## config.mk

```make
export PLATFORM = sky130hd
export DESIGN_NAME = regfile_bytelane_wb
export DESIGN_NICKNAME = d
export VERILOG_FILES = /design/src/rtl/regfile_bytelane_wb.sv
export SDC_FILE = /design/constraint.sdc
export NUM_CORES = 1
export LEC_CHECK = 0
export ABC_AREA = 1
export BUFFER_PORTS_ARGS = -buffer_cell sky130_fd_sc_hd__buf_2
export CAP_MARGIN = 20
export CORE_ASPECT_RATIO = 1.1
export CORE_MARGIN = 5
export CORE_UTILIZATION = 52
export CTS_CLUSTER_DIAMETER = 200
export DETAILED_ROUTE_END_ITERATION = 12
export HOLD_SLACK_MARGIN = 0.05
export PLACE_DENSITY_LB_ADDON = 0.3
export SLEW_MARGIN = 20
export SYNTH_ARGS = -nofsm -noshare
export SYNTH_HDL_FRONTEND = slang
export SYNTH_SLANG_ARGS = --single-unit
export TNS_END_PERCENT = 100
```

## constraint.sdc

```tcl
create_clock -name clk -period 2 [get_ports clk]
set_input_delay 0.4 -clock clk [delete_from_list [all_inputs] [get_ports clk]]
set_output_delay 0.4 -clock clk [all_outputs]
set_load 0.02 [all_outputs]
```

## src/rtl/regfile_bytelane_wb.sv

```systemverilog
// ============================================================================
// Module   : regfile_bytelane_wb
// Brief    : Register file with one registered, byte-lane-masked write-back
//            stage and two combinational read ports that bypass the pending
//            write. Optional build macro: REGFILE_ZERO_REG_EN (register 0
//            reads as zero and ignores writes).
// Revision : 1.0 - initial release
// ============================================================================
`default_nettype none

module regfile_bytelane_wb #(
  parameter int NUM_REGS     = 16,
  parameter int DATA_W       = 16,
  parameter int NUM_LANES    = DATA_W / 8,
  parameter int REG_ADDR_W   = $clog2(NUM_REGS),
  parameter int LANE_BITS    = $clog2(NUM_LANES),
  parameter int TOTAL_ADDR_W = REG_ADDR_W + 1
) (
  input  logic                    clk,
  input  logic                    rst,
  input  logic                    wr_valid,
  input  logic [TOTAL_ADDR_W-1:0] wr_add,
  input  logic [NUM_LANES-1:0]    wr_lane_force,
  input  logic [DATA_W-1:0]       wr_data,
  output logic                    wr_ready,
  input  logic [REG_ADDR_W-1:0]   rd_add_a,
  output logic [DATA_W-1:0]       rd_data_a,
  input  logic [REG_ADDR_W-1:0]   rd_add_b,
  output logic [DATA_W-1:0]       rd_data_b,
  output logic                    wb_pending
);

  localparam int c_byte_idx_w = REG_ADDR_W - LANE_BITS;

  logic [DATA_W-1:0]     r_regs [NUM_REGS];
  logic                  r_pending;
  logic [REG_ADDR_W-1:0] r_pend_idx;
  logic [NUM_LANES-1:0]  r_pend_mask;
  logic [DATA_W-1:0]     r_pend_data;

  logic                  w_byte_mode;
  logic [LANE_BITS-1:0]  w_lane;
  logic [REG_ADDR_W-1:0] w_idx;
  logic [NUM_LANES-1:0]  w_mask;
  logic [DATA_W-1:0]     w_data;
  logic                  w_accept;
  logic                  w_capture;

  assign wr_ready    = ~rst;
  assign w_accept    = wr_valid & wr_ready;
  assign w_byte_mode = wr_add[TOTAL_ADDR_W-1];
  assign w_lane      = wr_add[REG_ADDR_W-1 -: LANE_BITS];

  // Byte mode only reaches the lower registers: the lane field steals the top index bits.
  assign w_idx = w_byte_mode ? {{LANE_BITS{1'b0}}, wr_add[c_byte_idx_w-1:0]}
                             : wr_add[REG_ADDR_W-1:0];

  // Replicating the low byte lets one masked write path serve both modes.
  assign w_data = w_byte_mode ? {NUM_LANES{wr_data[7:0]}} : wr_data;

  always_comb begin
    w_mask = '0;
    if (w_byte_mode) begin
      w_mask[w_lane] = 1'b1;
    end else if (|wr_lane_force) begin
      w_mask = wr_lane_force;
    end else begin
      w_mask = '1;
    end
  end

`ifdef REGFILE_ZERO_REG_EN
  assign w_capture = w_accept && (w_idx != '0);
`else
  assign w_capture = w_accept;
`endif

  always_ff @(posedge clk) begin
    if (rst) begin
      r_pending   <= 1'b0;
      r_pend_idx  <= '0;
      r_pend_mask <= '0;
      r_pend_data <= '0;
      for (int i = 0; i < NUM_REGS; i++) begin
        r_regs[i] <= '0;
      end
    end else begin
      if (r_pending) begin
        for (int k = 0; k < NUM_LANES; k++) begin
          if (r_pend_mask[k]) begin
            r_regs[r_pend_idx][k*8 +: 8] <= r_pend_data[k*8 +: 8];
          end
        end
      end
      r_pending <= w_capture;
      if (w_capture) begin
        r_pend_idx  <= w_idx;
        r_pend_mask <= w_mask;
        r_pend_data <= w_data;
      end
    end
  end

  function automatic logic [DATA_W-1:0] merge_read(
    input logic [DATA_W-1:0]    arr_data,
    input logic                 hit,
    input logic [NUM_LANES-1:0] mask,
    input logic [DATA_W-1:0]    pend_data
  );
    logic [DATA_W-1:0] res;
    res = arr_data;
    for (int k = 0; k < NUM_LANES; k++) begin
      if (hit && mask[k]) begin
        res[k*8 +: 8] = pend_data[k*8 +: 8];
      end
    end
    return res;
  endfunction

  always_comb begin
    rd_data_a = merge_read(r_regs[rd_add_a], r_pending && (rd_add_a == r_pend_idx),
                           r_pend_mask, r_pend_data);
    rd_data_b = merge_read(r_regs[rd_add_b], r_pending && (rd_add_b == r_pend_idx),
                           r_pend_mask, r_pend_data);
`ifdef REGFILE_ZERO_REG_EN
    if (rd_add_a == '0) rd_data_a = '0;
    if (rd_add_b == '0) rd_data_b = '0;
`endif
  end

  assign wb_pending = r_pending;

endmodule

`default_nettype wire

```

== Yosys cells after proc, flatten, opt, wreduce, memory -nomap -nowiden ==
Memory sizes are Yosys's and may differ from the RTL's.
Cells that the tools add are included.

* Bits in registers: 23
* Bits in writable memories: 256
* Bits of input ports: 34
* Logic and storage cells: 43
* Memories kept: 1

* $lt $le $gt $ge: 2
* Equal/unequal tests: 2
* Muxes and demuxes: 23
* Bitwise gates (word level): 2
* Reduce and logical (&&, ||, !) cells: 9

{| class="wikitable"
|+ Memories
! name !! words !! bits a word !! rd ports !! clocked after Yosys merged registers in !! wr ports !! line !! source
|-
| r_regs || 16 || 16 || 2 || 0 || 16 || 35 || <nowiki>logic [DATA_W-1:0] r_regs [NUM_REGS];</nowiki>
|}

{| class="wikitable"
|+ Operator list
! cell !! count
|-
| two-way mux 16 bit || 2
|-
| two-way mux 8 bit || 4
|-
| OR reduction 16 bit || 1
|-
| two-way mux 1 bit || 11
|-
| equality test 4 bit || 2
|-
| two-way mux 4 bit || 2
|-
| logical AND 1 bit || 7
|-
| two-way mux 2 bit || 3
|-
| < comparator 1 x 2 -> 1 bit, second input constant || 1
|-
| OR reduction 2 bit || 1
|-
| bitwise AND 1 bit || 1
|-
| demux 1 bit (select 1 bit) || 1
|-
| >= comparator 1 bit, second input constant || 1
|-
| NOT 1 bit || 1
|}

== Depth between registers and ports, before layout ==
* Word-level depth: 6
* Mapped depth: 10
* Mapped depth without buffers: 8

== Worst setup path after synthesis ==
Ideal clock, no wire load.

* Path type: in2out
* Start: input port rd_add_a[3]
* End: output port rd_data_a[0]
* Data arrival time: 1.478 ns
* Path slack: 0.122 ns
* Stages: 8
* Cell sequence: buf_2 -> inv_2 -> o21ai_1 -> nor3_4 -> nand3_4 -> clkinv_2 -> nand2_1 -> nand2_1

* Word-level cells in the longest chain between the ends: 4

{| class="wikitable"
|+ RTL lines
! what !! line !! source
|-
| start: declaration || 26 || <nowiki>input logic [REG_ADDR_W-1:0] rd_add_a,</nowiki>
|-
| parallel branches: the longest is 3 deep, another holds memory (16 x 16 bit) || - ||
|-
| two-way mux 8 bit (*) || 113 || <nowiki>if (hit && mask[k]) begin</nowiki>
|-
| end: declaration || 27 || <nowiki>output logic [DATA_W-1:0] rd_data_a,</nowiki>
|}

Mark *: on every way between the ends.

== Worst setup path in the final report ==
* Start: register r_pend_idx[0]
* End: output port rd_data_b[2]

* Word-level cells in the longest chain between the ends: 4

{| class="wikitable"
|+ RTL lines
! what !! line !! source
|-
| start: declaration || 37 || <nowiki>logic [REG_ADDR_W-1:0] r_pend_idx;</nowiki>
|-
| start signal: assignment || 97 || <nowiki>r_pend_idx <= w_idx;</nowiki>
|-
| equality test 4 bit || 123 || <nowiki>rd_data_b = merge_read(r_regs[rd_add_b], r_pending && (rd_add_b == r_pend_idx),</nowiki>
|-
| logical AND 1 bit || 123 ||
|-
| logical AND 1 bit || 113 ||
|-
| two-way mux 8 bit || 113 ||
|-
| end: declaration || 29 || <nowiki>output logic [DATA_W-1:0] rd_data_b,</nowiki>
|}

No other way between the ends.

==> results.tsv <==
stage	metric	value	unit
placed_design	place_hpwl	40.4	mm
synth	synth_edf_count	256	
setup_path	crit_buf_inv	3	
setup_path	r2r_cells	7	
synth	synthMostInstantiatedCell	nand2_1	
cts	cts_tree	yes	
final_layout	n_antenna_cell	0	
cts	clock-sinks	279	
sta	worstMarginPinSlew	507	ps
setup_path	max_stage_delay	380	ps
pwr	vdd_drop_max	0.000676	V
synth	synth_seq_cells	279	
sta	max_freq	413	MHz
pwr	p_seq_frac	0.446	
hold_path	hp-class	in2reg	
synth	synth_top_area_frac	0.462	
hold_path	hold_start	wr_data[15]	
global_route	grt_max_degree	60	
setup_path	critPathRequiredTime	1600	ps
floorplan	fp.dieW	181	um
synth	netlist_area	0.0166	sq mm
sta	setup_violations	32	
floorplan	die-area	0.0357	sq mm
floorplan	initial_core_util	0.528	
pwr	total_power	14.9	mW
pwr	power.share.combinational	0.174	
setup_path	r2r-end	r_regs[1][3]$_SDFFCE_PN0P_	
sta	skew	13.9	ps
cts	clock_latency	580	ps
synth	synth_common_cells	nand2_1 (677), nand3_1 (451), inv_1 (289)	
setup_path	path_common_cell	buf_6	
setup_path	crit_path_top_delay_cell	dfxtp_4	
routing	post_drt_wl_per_cell	21.0	um
sta	fin_crit_sh	1.21	
placed_design	port_buffers	67	
routing	drtIter0Drc	2125	
cts	numCtsBuffers	29	
final_layout	layout-drive-gt1-share	0.166	
routing	vias_per_cell	5.79	
synth	avgSynthCellArea	7.45	sq um
floorplan	core	0.0315	sq mm
placed_design	place.gp.congestion	0.960	
synth	yosysTopAreaCell	edfxtp_1	
final_layout	syn_to_final_growth	19.7	%
sta	timing_hold_violations_final	0	
global_route	grt_usage	0.322	
sta	setup_tns	-12480	ps
setup_path	crit_family	simple AND/OR/NAND/NOR gates	
setup_path	critPathArrivalTime	2020	ps
global_route	grt_pass1_vias	15400	
synth	ys_top_cells_by_area	edfxtp_1 (46%), nand2_1 (15%), nand3_1 (14%)	
routing	postRouteAntennaNets	0	
sta	maxSlewViolCount	0	
cts	clkTransAtPathRegs	70	ps
cts	root_buffer	clkbuf_16	
cts	hold_buffers	0	
routing	firstDrtPassIters	6	
setup_path	end_kind	primary output	
sta	rsz0062_at_grt	true	
synth	ys_warn_count	0	
synth	syn_nets	2267	
final_layout	multi_input_area	0.00688	sq mm
status	status	finished with violations	
pwr	cellInternalPower	10.7	mW
final_layout	fin_nets	2385	
global_route	antenna_found_initial	1	
cts	clk_path_buf_depth	3	
synth	yosys_most_used_dff	edfxtp_1	
setup_path	critical_path_class	reg2out	
setup_path	crit_fanout	8	
floorplan	die_height	198	um
synth	synthCells	2233	
setup_path	startpoint	r_pend_idx[0]$_SDFFE_PP0P_	
synth	async_flop_share	0	
floorplan	io_pins	68	
setup_path	worstReg2RegStart	wb_pending$_SDFF_PP0_	
pwr	leakage	8.92	nW
setup_path	cp.depth	8	
routing	drt-total-wl	58.7	mm
setup_path	crit_end	rd_data_b[2]	
placed_design	pre_cts_slack	-180	ps
final_layout	final_area	0.0199	sq mm
setup_path	cp_cell_sequence	inv_6 -> nand2_2 -> o211ai_1 -> nor2_4 -> buf_6 -> nand4_1 -> nand2_1 -> buf_6	
job	maxCapViolCount	0	
final_layout	layout.area.seq	0.00816	sq mm
status	violations	setup timing	
floorplan	row_count	68	
pwr	p_sw	4.20	mW
synth	yosysUniqueCellTypes	31	
global_route	grt_pass1_wl	89.0	mm
routing	drc	0	
routing	num_vias	16200	
global_route	overflow	0	
final_layout	n_fill_cell	2771	
synth	yosysSeqAreaShare	0.490	
sta	post-route-min-period	2420	ps
placed_design	place_area	0.0184	sq mm
sta	slew-limit-headroom	0.659	
setup_path	startpoint_type	flop	
pwr	clkPwrFrac	0.379	
cts	htreeDepth	1	
setup_path	ff2ff_setup_slack	110	ps
sta	timing.final.ws_setup	-419	ps
pwr	powerDensity	749	mW/mm^2
pwr	sw_frac_of_total	0.281	
hold_path	hold_depth	3	
[worst min-delay path by stage]
stage                                    to  slack (ps)
6_report       r_pend_data[15]$_SDFFE_PP0P_         110
5_1_grt        r_pend_data[15]$_SDFFE_PP0P_         130
2_1_floorplan  r_pend_data[10]$_SDFFE_PP0P_         470
4_1_cts        r_pend_data[15]$_SDFFE_PP0P_          90
3_5_place_dp   r_pend_data[15]$_SDFFE_PP0P_         500
3_3_place_gp   r_pend_data[15]$_SDFFE_PP0P_         500
[power by group through the flow]
stage,registers (mW),clock network (mW),logic [mW]
global route,6.67,5.95,2.76
finish,6.66,5.66,2.60
CTS,6.65,5.72,2.52
floorplan,6.73,0,1.39
global placement,6.77,0,2.30
detailed placement,6.77,0,2.32
[flip-flops by register name (all words and copies together) (netlist names)]
name / cells
r_pend_data: 16
r_pend_idx: 4
r_pend_mask: 2
r_regs: 256
wb_pending: 1
[worst reg2reg max path: cells and delay by family, from the launching register on]
| family | cells | cell delay, ps |
|---|---|---|
| buffers and inverters | 4 | 510 |
| and+or+nand+nor | 3 | 620 |
| DFF | 1 | 400 |
[metrics by stage]
step / utilization / cells / hold WS (ps)
2_1_floorplan: - / 2233 / 472
3_3_place_gp: 0.584 / 2728 / 501
3_5_place_dp: 0.584 / 2728 / 504
4_1_cts: 0.630 / 2787 / 91.7
5_1_grt: 0.632 / 2793 / 130
6_report: 0.632 / 2793 / 106
[kinds of logic (layout without fill, tap and decap cells)]
| kind of cell | count (synthesis) | count (layout) | share of synthesized area |
|---|---|---|---|
| AND/OR/NAND/NOR | 1459 | 1460 | 0.384 |
| AO/OA/AOI/OAI | 52 | 52 | 0.0171 |
| buffers and inverters | 443 | 582 | 0.109 |
| flip-flops | 279 | 279 | 0.490 |
[area by class of cell]
class                   instances  area share
repair buffers                226       0.110
flip-flops and latches        279       0.410
multi-input cells            1512       0.346
clock buffers                  36      0.0393
clock inverters                17     0.00968
well taps                     420      0.0264
inverters                     303      0.0585
[timing repair]
action / 4_1_cts / 5_1_grt
resized for setup: 133 / 15
setup buffers: 5 / 6
gates cloned: 1 / 0
endpoints found under the setup margin: 32 / 32
pin swaps: 56 / 8
[layout by cell type, fill, tap and decap left out, drive strengths merged]
| cell type | instances |
|---|---|
| o22ai | 2 |
| clkinv | 16 |
| a211oi | 5 |
| bufinv | 4 |
| buf | 226 |
| o21ai | 19 |
| edfxtp | 256 |
| nor2 | 270 |
| nand3 | 474 |
| inv | 298 |
| dfxtp | 23 |
| clkbuf | 36 |
| nand2 | 692 |
| nand4 | 16 |
| o211ai | 1 |
| a21oi | 23 |
| a221oi | 1 |
| clkinvlp | 2 |
| nor3 | 8 |
| o32ai | 1 |
[routing by layer]
layer,vias up,global-route usage,part of all wire
met5,-,0,0.00022
met3,198,0.0495,0.10
met2,1035,0.518,0.46
li1,7389,-,-
met1,7538,0.431,0.38
met4,2,0.154,0.055
Note: power is estimated with default switching activity, not from simulation.
